`src/rtl/bloom_set_p.sv`:
```
// Partitioned Bloom set: K single-bit banks addressed by H3 hashes of the key.
// Two-stage pipeline: hash register (S1), then bank read/update into the output register (S2).
module bloom_set_p #(
  parameter int DATA_W = 59,
  parameter int K      = 9,
  parameter int HASH_W = 7,
  parameter int CNT_W  = 16,
  parameter int CAP    = 100
) (
  input  logic              clk_i,
  input  logic              rst_i,
  input  logic              in_valid_i,
  output logic              in_ready_o,
  input  logic [1:0]        op_i,
  input  logic [DATA_W-1:0] data_i,
  output logic              out_valid_o,
  input  logic              out_ready_i,
  output logic              match_o,
  output logic [1:0]        op_o,
  output logic [CNT_W-1:0]  count_o,
  output logic              full_o
);

  localparam logic [1:0] OP_QUERY  = 2'b00;
  localparam logic [1:0] OP_INSERT = 2'b01;
  localparam logic [1:0] OP_TAI    = 2'b10;
  localparam logic [1:0] OP_CLEAR  = 2'b11;

  localparam int               DEPTH   = 1 << HASH_W;
  localparam logic [CNT_W:0]   CAP_EXT = (CNT_W + 1)'(CAP);
  localparam logic [CNT_W-1:0] CNT_MAX = '1;

  // Elaboration-time H3 row for hash k, data bit i.
  function automatic logic [HASH_W-1:0] h3_row(input int k, input int i);
    logic [31:0] x;
    x = (32'(i + 1) * 32'h9E3779B1) ^ (32'(k + 1) * 32'h85EBCA77);
    x = x ^ (x >> 15);
    return x[HASH_W-1:0];
  endfunction

  logic                          stall;
  logic                          advance;
  logic                          s1_fire;
  logic                          s1_valid_reg;
  logic [1:0]                    s1_op_reg;
  logic [K-1:0][HASH_W-1:0]      hash_now;
  logic [K-1:0][HASH_W-1:0]      s1_hash_reg;
  logic [K-1:0]                  rd_bits;
  logic                          hit;
  logic                          do_set;
  logic                          do_clear;
  logic                          cnt_inc;
  logic                          out_valid_reg;
  logic                          match_reg;
  logic [1:0]                    op_reg;
  logic [CNT_W-1:0]              count_reg;

  assign stall      = out_valid_reg && !out_ready_i;
  assign advance    = !stall;
  assign in_ready_o = advance;
  assign s1_fire    = advance && s1_valid_reg;

  generate
    for (genvar gk = 0; gk < K; gk++) begin : g_hash
      logic [DATA_W-1:0][HASH_W-1:0] term;
      logic [HASH_W-1:0]             acc;
      for (genvar gi = 0; gi < DATA_W; gi++) begin : g_bit
        localparam logic [HASH_W-1:0] ROW = h3_row(gk, gi);
        assign term[gi] = data_i[gi] ? ROW : '0;
      end
      always_comb begin
        acc = '0;
        for (int i = 0; i < DATA_W; i++) begin
          acc = acc ^ term[i];
        end
      end
      assign hash_now[gk] = acc;
    end
  endgenerate

  always_ff @(posedge clk_i) begin
    if (!rst_i) begin
      s1_valid_reg <= 1'b0;
      s1_op_reg    <= OP_QUERY;
      s1_hash_reg  <= '0;
    end else if (advance) begin
      s1_valid_reg <= in_valid_i;
      if (in_valid_i) begin
        s1_op_reg   <= op_i;
        s1_hash_reg <= hash_now;
      end
    end
  end

  assign do_set   = (s1_op_reg == OP_INSERT) || (s1_op_reg == OP_TAI);
  assign do_clear = (s1_op_reg == OP_CLEAR);
  assign hit      = &rd_bits;
  assign cnt_inc  = do_set && !hit && (count_reg != CNT_MAX);

  // Banks are flops rather than RAM so a clear can wipe every bit in one cycle.
  generate
    for (genvar gk = 0; gk < K; gk++) begin : g_bank
      logic [DEPTH-1:0] bits_reg;
      assign rd_bits[gk] = bits_reg[s1_hash_reg[gk]];
      always_ff @(posedge clk_i) begin
        if (!rst_i || (s1_fire && do_clear)) begin
          bits_reg <= '0;
        end else if (s1_fire && do_set) begin
          bits_reg[s1_hash_reg[gk]] <= 1'b1;
        end
      end
    end
  endgenerate

  always_ff @(posedge clk_i) begin
    if (!rst_i) begin
      count_reg <= '0;
    end else if (s1_fire) begin
      if (do_clear) begin
        count_reg <= '0;
      end else if (cnt_inc) begin
        count_reg <= count_reg + CNT_W'(1);
      end
    end
  end

  always_ff @(posedge clk_i) begin
    if (!rst_i) begin
      out_valid_reg <= 1'b0;
      match_reg     <= 1'b0;
      op_reg        <= OP_QUERY;
    end else if (advance) begin
      out_valid_reg <= s1_valid_reg;
      if (s1_valid_reg) begin
        match_reg <= ((s1_op_reg == OP_QUERY) || (s1_op_reg == OP_TAI)) && hit;
        op_reg    <= s1_op_reg;
      end
    end
  end

  assign out_valid_o = out_valid_reg;
  assign match_o     = match_reg;
  assign op_o        = op_reg;
  assign count_o     = count_reg;
  assign full_o      = {1'b0, count_reg} >= CAP_EXT;

endmodule
```
`config.mk`:
```
export PLATFORM = sky130hd
export DESIGN_NAME = bloom_set_p
export DESIGN_NICKNAME = d
export VERILOG_FILES = /design/src/rtl/bloom_set_p.sv
export SDC_FILE = /design/constraint.sdc
export NUM_CORES = 2
export LEC_CHECK = 0
export BUFFER_PORTS_ARGS = -buffer_cell sky130_fd_sc_hd__buf_2
export CORE_MARGIN = 10
export CORE_UTILIZATION = 62
export DETAILED_ROUTE_END_ITERATION = 7
export PLACE_DENSITY_LB_ADDON = 0.25
export SYNTH_ARGS = -nofsm -noshare
export SYNTH_HDL_FRONTEND = slang
export SYNTH_SLANG_ARGS = --single-unit
```
`constraint.sdc`:
```
create_clock -name clk_i -period 4.7 [get_ports clk_i]
set_clock_uncertainty 0.15 [all_clocks]
set_input_delay 0.94 -clock clk_i [delete_from_list [all_inputs] [get_ports clk_i]]
set_output_delay 0.94 -clock clk_i [all_outputs]
set_load 0.02 [all_outputs]
```
# == Word-level counts from Yosys, hierarchy flattened ==
# Cells that the tools add are included.
# W data, S select, Z words.
# totals
reg_bits,1238
input_bits,65
out_inout_bits,22
wordCells,1178
# classes
addsub,1
n_lt_le_gt_ge,19
eq_ne,4
n_mux,569
bitwise_logic,532
reduce_logical,29
# op_table
operator,n
$mux W7,264
$xor A7 B7 Y7,255
$or A128 B128 Y128,9
$xor A7 B6 Y7,131
$mux W6,133
$xor A7 B5 Y7,112
$mux W5,114
$xor A7 B3 Y7,13
$lt A7 B8 Y1 const B,9
$bmux W1 S7,9
$demux W1 S7,9
$ge A7 B1 Y1 const B,9
$mux W3,13
$mux W16,2
$xor A7 B2 Y7,4
$mux W1,20
$add A16 B1 Y16 const B,1
$ge A16 B7 Y1 const B,1
$logic_and A1 B1 Y1,16
$ne A16 B16 Y1 const B,1
$xor A5 B7 Y7,2
$xor A6 B7 Y7,2
$xor A7 B1 Y7,2
$reduce_and A9 Y1,1
other kinds (11),22

# == Depth between registers and ports, before layout ==
# logic_depth
word_depth,59
ltp_mapped,17
mapped_depth_nobuf,10

# == Worst setup path after synthesis ==
# Ideal clock, no wire load.
# synth_path
path_kind,reg-to-reg
from,register s1_hash_reg[0] (netlist name)
to,register count_reg[13] (netlist: count_o[13])
setup_time_ps,70
t_arrival_ps,3065
required_time_ps,4480
path_slack_ps,1414
path_stages_with_launch,16
path_buffers,5
period_less_slack_ps,3286
cell_sequence,dfxtp_1 buf_6 buf_4 buf_2 buf_2 mux2_2 a221oi_1 a31oi_1 o21ai_0 nand3_1 a311o_1 o211ai_1 o31ai_2 buf_6 or3_1 a21oi_1
# synth_between
elab_chain_len,8
# synth_rtl
element,line_no,rtl
from (decl),47,logic [K-1:0][HASH_W-1:0] s1_hash_reg;
from (signal assigned),90,s1_hash_reg <= hash_now;
$bmux W1 S7,104,assign rd_bits[gk] = bits_reg[s1_hash_reg[gk]];
$mux W1 (not written as such),104,
$reduce_and A9 Y1,97,assign hit = &rd_bits;
$logic_not A1 Y1,98,assign cnt_inc = do_set && !hit && (count_reg != CNT_MAX);
$logic_and A1 B1 Y1 (2 in a row),98,
$reduce_bool A2 Y1 (no source line),--,
$reduce_and A2 Y1 (no source line),--,
to (signal assigned),122,count_reg <= count_reg + CNT_W'(1);
to (decl),56,logic [CNT_W-1:0] count_reg;
# Every way passes these cells. The select of a mux whose other input is x is not followed.
# A chain may end at the register's enable or synchronous reset.

# == Final worst setup path ==
# layout_path
from,register s1_hash_reg[0] (netlist name)
to,register count_reg[12] (netlist: count_o[12])
# Same word-level chain as after synthesis.

==> results.sh <==
export IMPL_num_fill_cells=5823
export IMPL_p_int_mw=18.1
export IMPL_hold_viol=0
export IMPL_period_share=0.951
export IMPL_cts_max_level=3
export IMPL_async_flop_share=0
export IMPL_postRouteAntennaNets=0
export IMPL_clk_latency_ps=690
export IMPL_place_inst=6331
export IMPL_combPwrFrac=0.259
export IMPL_hpwl_um=91800
export IMPL_pre_cts_ws_ps=367
export IMPL_synth_edf_count=0
export IMPL_clock_fmax_ghz=0.224
export IMPL_switchingPower_mw=9.32
export IMPL_synth_top_family_by_area="compound AO/OA/AOI/OAI gates"
export IMPL_ys_seq_elements=1189
export IMPL_synth_xor_area_frac=0.0169
export IMPL_finalMaxSlewViolations=0
export IMPL_synthAdderAreaFrac=0.00131
export IMPL_synth_seq_area_share=0.499
export IMPL_critPathMaxFanout=35
export IMPL_p_seq_frac=0.385
export IMPL_reg2reg_depth=12
export IMPL_cp_startpoint="s1_hash_reg[0]"
export IMPL_wl_um=148000
export IMPL_first_pass_iters=8
export IMPL_synthMuxAreaShare=0.0882
export IMPL_critPathLaunchType="flip-flop"
export IMPL_worstSetupEndpoint="count_o[12]"
export IMPL_grt_first_pass_wirelength_um=231000
export IMPL_initial_utilization=0.627
export IMPL_grt_pass1_vias=40700
export IMPL_cpMostUsedCell="or4_1"
export IMPL_hold_buffers=0
export IMPL_ios=87
export IMPL_worstSetupPathType="flip-flop to flip-flop"
export IMPL_peakVddDrop_uv=388
export IMPL_crit_slowest_cell="dfxtp_4"
export IMPL_rsz0062_at_grt="no"
export IMPL_cpPeakStageDelay_ps=840
export IMPL_n_antenna_cell=0
export IMPL_yosys_area_share_simple=0.145
export IMPL_drv_cap=0
export IMPL_largest_reg_flops=1152
export IMPL_postSynthNetCount=5532
export IMPL_syn_to_final_growth_pct=12.6
export IMPL_drt_iter0_markers=5518
export IMPL_cts_clk_slew_worst_paths_ps=60
export IMPL_cts_buffers=115
export IMPL_core_um2=76100
export IMPL_fin_crit_ps=4470
export IMPL_synth_warnings=0
export IMPL_r2r_end="count_o[12]"
export IMPL_drc=1
export IMPL_io_buffers=86
export IMPL_hold_class="flip-flop to flip-flop"
export IMPL_power_density_nw_per_um2=510
export IMPL_setup_viol=0
export IMPL_rrSetupSlack_ps=230
export IMPL_fp_dieW_um=297
export IMPL_track_usage=0.321
export IMPL_grt_max_degree=127
export IMPL_ys_flop_type="dfxtp_1"
export IMPL_yosysUniqueCellTypes=78
export IMPL_clkPwrFrac=0.356
export IMPL_rows=101
export IMPL_outcome="finished, violations left"
export IMPL_root_buffer="clkbuf_16"
export IMPL_cp_cell_sequence="buf_12, nor2_1, a221oi_1, o22ai_1, a2111o_1, or4_1, o41a_1, nand3_2, o31ai_2, buf_4, or4_1, a21oi_1"
export IMPL_synth_compound_area_share=0.205
export IMPL_routedWlPerCell_um=22.7
export IMPL_netSwitchingFraction=0.340
export IMPL_postCtsSetupBuffers=0
export IMPL_postLayoutCoreUtil=0.706
export IMPL_violations="DRC"
export IMPL_gp_congestion=0.914
export IMPL_end_kind="flip-flop"
export IMPL_tightest_slew_ps=1360
export IMPL_maxSlewHeadroom=0.0888
export IMPL_die_area_um2=88400
export IMPL_cts_tree="yes"
export IMPL_instances_no_fill=6548
export IMPL_rr_startpoint="s1_hash_reg[0]"
export IMPL_p_leak_nw=19.8
export IMPL_cts_sinks=1189
export IMPL_post_cts_resize_count=0
export IMPL_die_h_um=297
export IMPL_synth_avg_cell_area_um2=8.74
export IMPL_syn_inst=5462
export IMPL_setup_tns_ps=0
export IMPL_crit_required_ps=5160
export IMPL_grt_ovfl_total=0
export IMPL_antenna_found_initial=1
export IMPL_vias=42500
export IMPL_drive_above_1_share=0.140
export IMPL_cp_arrival_ps=4930
export IMPL_via_per_inst=6.49
export IMPL_netlist_area_um2=47700
export IMPL_layout_nets=5488
export IMPL_fin_ws_ps=231
export IMPL_cts_buffer_depth=3
[layout make-up]
type,count,area (um^2),area share
inverter,20,75.1,0.00140
tap,1030,1290,0.0240
timing repair buffer,320,2470,0.0461
sequential,1189,23800,0.444
clock inverter,44,597,0.0111
clock buffer,173,3450,0.0642
multi-input combinational,3772,22000,0.410
[cell usage after synthesis (all sizes together) (15+ instances only)]
| cell type | n | share of area |
|---|---|---|
| nand2b | 22 | 0.0029 |
| clkbuf | 366 | 0.029 |
| nand2 | 129 | 0.010 |
| o22ai | 47 | 0.0062 |
| a22oi | 66 | 0.010 |
| and2 | 18 | 0.0024 |
| or3 | 18 | 0.0024 |
| buf | 115 | 0.014 |
| mux4 | 100 | 0.047 |
| mux2i | 85 | 0.018 |
| dfxtp | 1189 | 0.50 |
| xnor2 | 70 | 0.013 |
| o21ai | 82 | 0.0086 |
| nor3 | 46 | 0.0048 |
| a221oi | 133 | 0.025 |
| nor2 | 1322 | 0.10 |
| inv | 15 | 0.0012 |
| nor2b | 29 | 0.0038 |
| o221ai | 23 | 0.0042 |
| xor2 | 22 | 0.0040 |
| nand3 | 45 | 0.0048 |
| a31oi | 26 | 0.0034 |
| mux2 | 98 | 0.023 |
| and3 | 24 | 0.0031 |
| a21oi | 1206 | 0.13 |
[routing by layer]
metal	part of all wire	vias to the layer above	wire [um]	global-route usage
met4	0.047	0	7000	0.149
met2	0.44	2610	66000	0.498
met5	0	-	0	0
met1	0.39	20300	57800	0.421
met3	0.12	502	17800	0.0714
li1	-	19100	-	-
[per-stage QoR]
step	instance area, um^2	power [mW]	hold WS (ps)
after floorplan	47700	14.7	279
after detailed placement	49700	17.4	297
final	53700	27.4	312
after global placement	49700	17.4	290
after CTS	53700	27.1	312
after global routing	53700	28.0	330
[worst max-delay path, delay by kind of cell (launching register included)]
kind                   cells  cell delay (ps)
and+or+nand+nor            4             1460
AOI/OAI and AO/OA          6             1390
DFF                        1              840
buffers and inverters      2              520
[kinds of logic after synthesis]
group | after synthesis
simple gates | 1696
buf+inv | 501
mux | 283
compound gates | 1696
flops | 1189
xor+xnor | 92
fa+ha+maj | 5
[cells in the final DEF, fill, tap and decap left out, types with 12 or more instances in the layout]
master,instances
o22ai_1,47
clkinv_2,20
a21oi_1,1206
clkbuf_16,117
nor3_1,15
nand2b_1,22
xor2_1,22
o21ai_0,82
nand3_1,44
mux2i_1,85
a22oi_1,66
buf_2,86
bufinv_16,13
nor2b_1,29
buf_4,211
buf_12,23
nand2_1,128
mux4_2,100
xnor2_1,70
and2_1,16
a221o_1,12
clkbuf_8,31
nor3_2,30
o221ai_1,23
a31oi_1,26
or3_1,18
a221oi_1,132
mux2_2,96
clkbuf_1,25
and3_1,24
inv_1,13
dfxtp_1,1182
nor2_1,1316
[power groups by stage]
stage / combinational, mW / sequential [mW] / clock [mW]
final: 7.09 / 10.5 / 9.76
after global routing: 7.27 / 10.5 / 10.2
after CTS: 6.76 / 10.5 / 9.79
after detailed placement: 6.70 / 10.7 / 0
after global placement: 6.69 / 10.7 / 0
after floorplan: 4.28 / 10.4 / 0
[worst min-delay path by stage]
stage | from | to | slack [ps] | depth (start not counted)
floorplan | g_bank[8].bits_reg[0] | g_bank[8].bits_reg[0] | 280 | 2
global placement | g_bank[0].bits_reg[96] | g_bank[0].bits_reg[96] | 290 | 2
detailed placement | g_bank[8].bits_reg[92] | g_bank[8].bits_reg[92] | 300 | 2
CTS | g_bank[8].bits_reg[92] | g_bank[8].bits_reg[92] | 310 | 2
global route | g_bank[6].bits_reg[16] | g_bank[6].bits_reg[16] | 330 | 2
finish | g_bank[3].bits_reg[81] | g_bank[3].bits_reg[81] | 310 | 2
(Power assumes the default switching activity.)
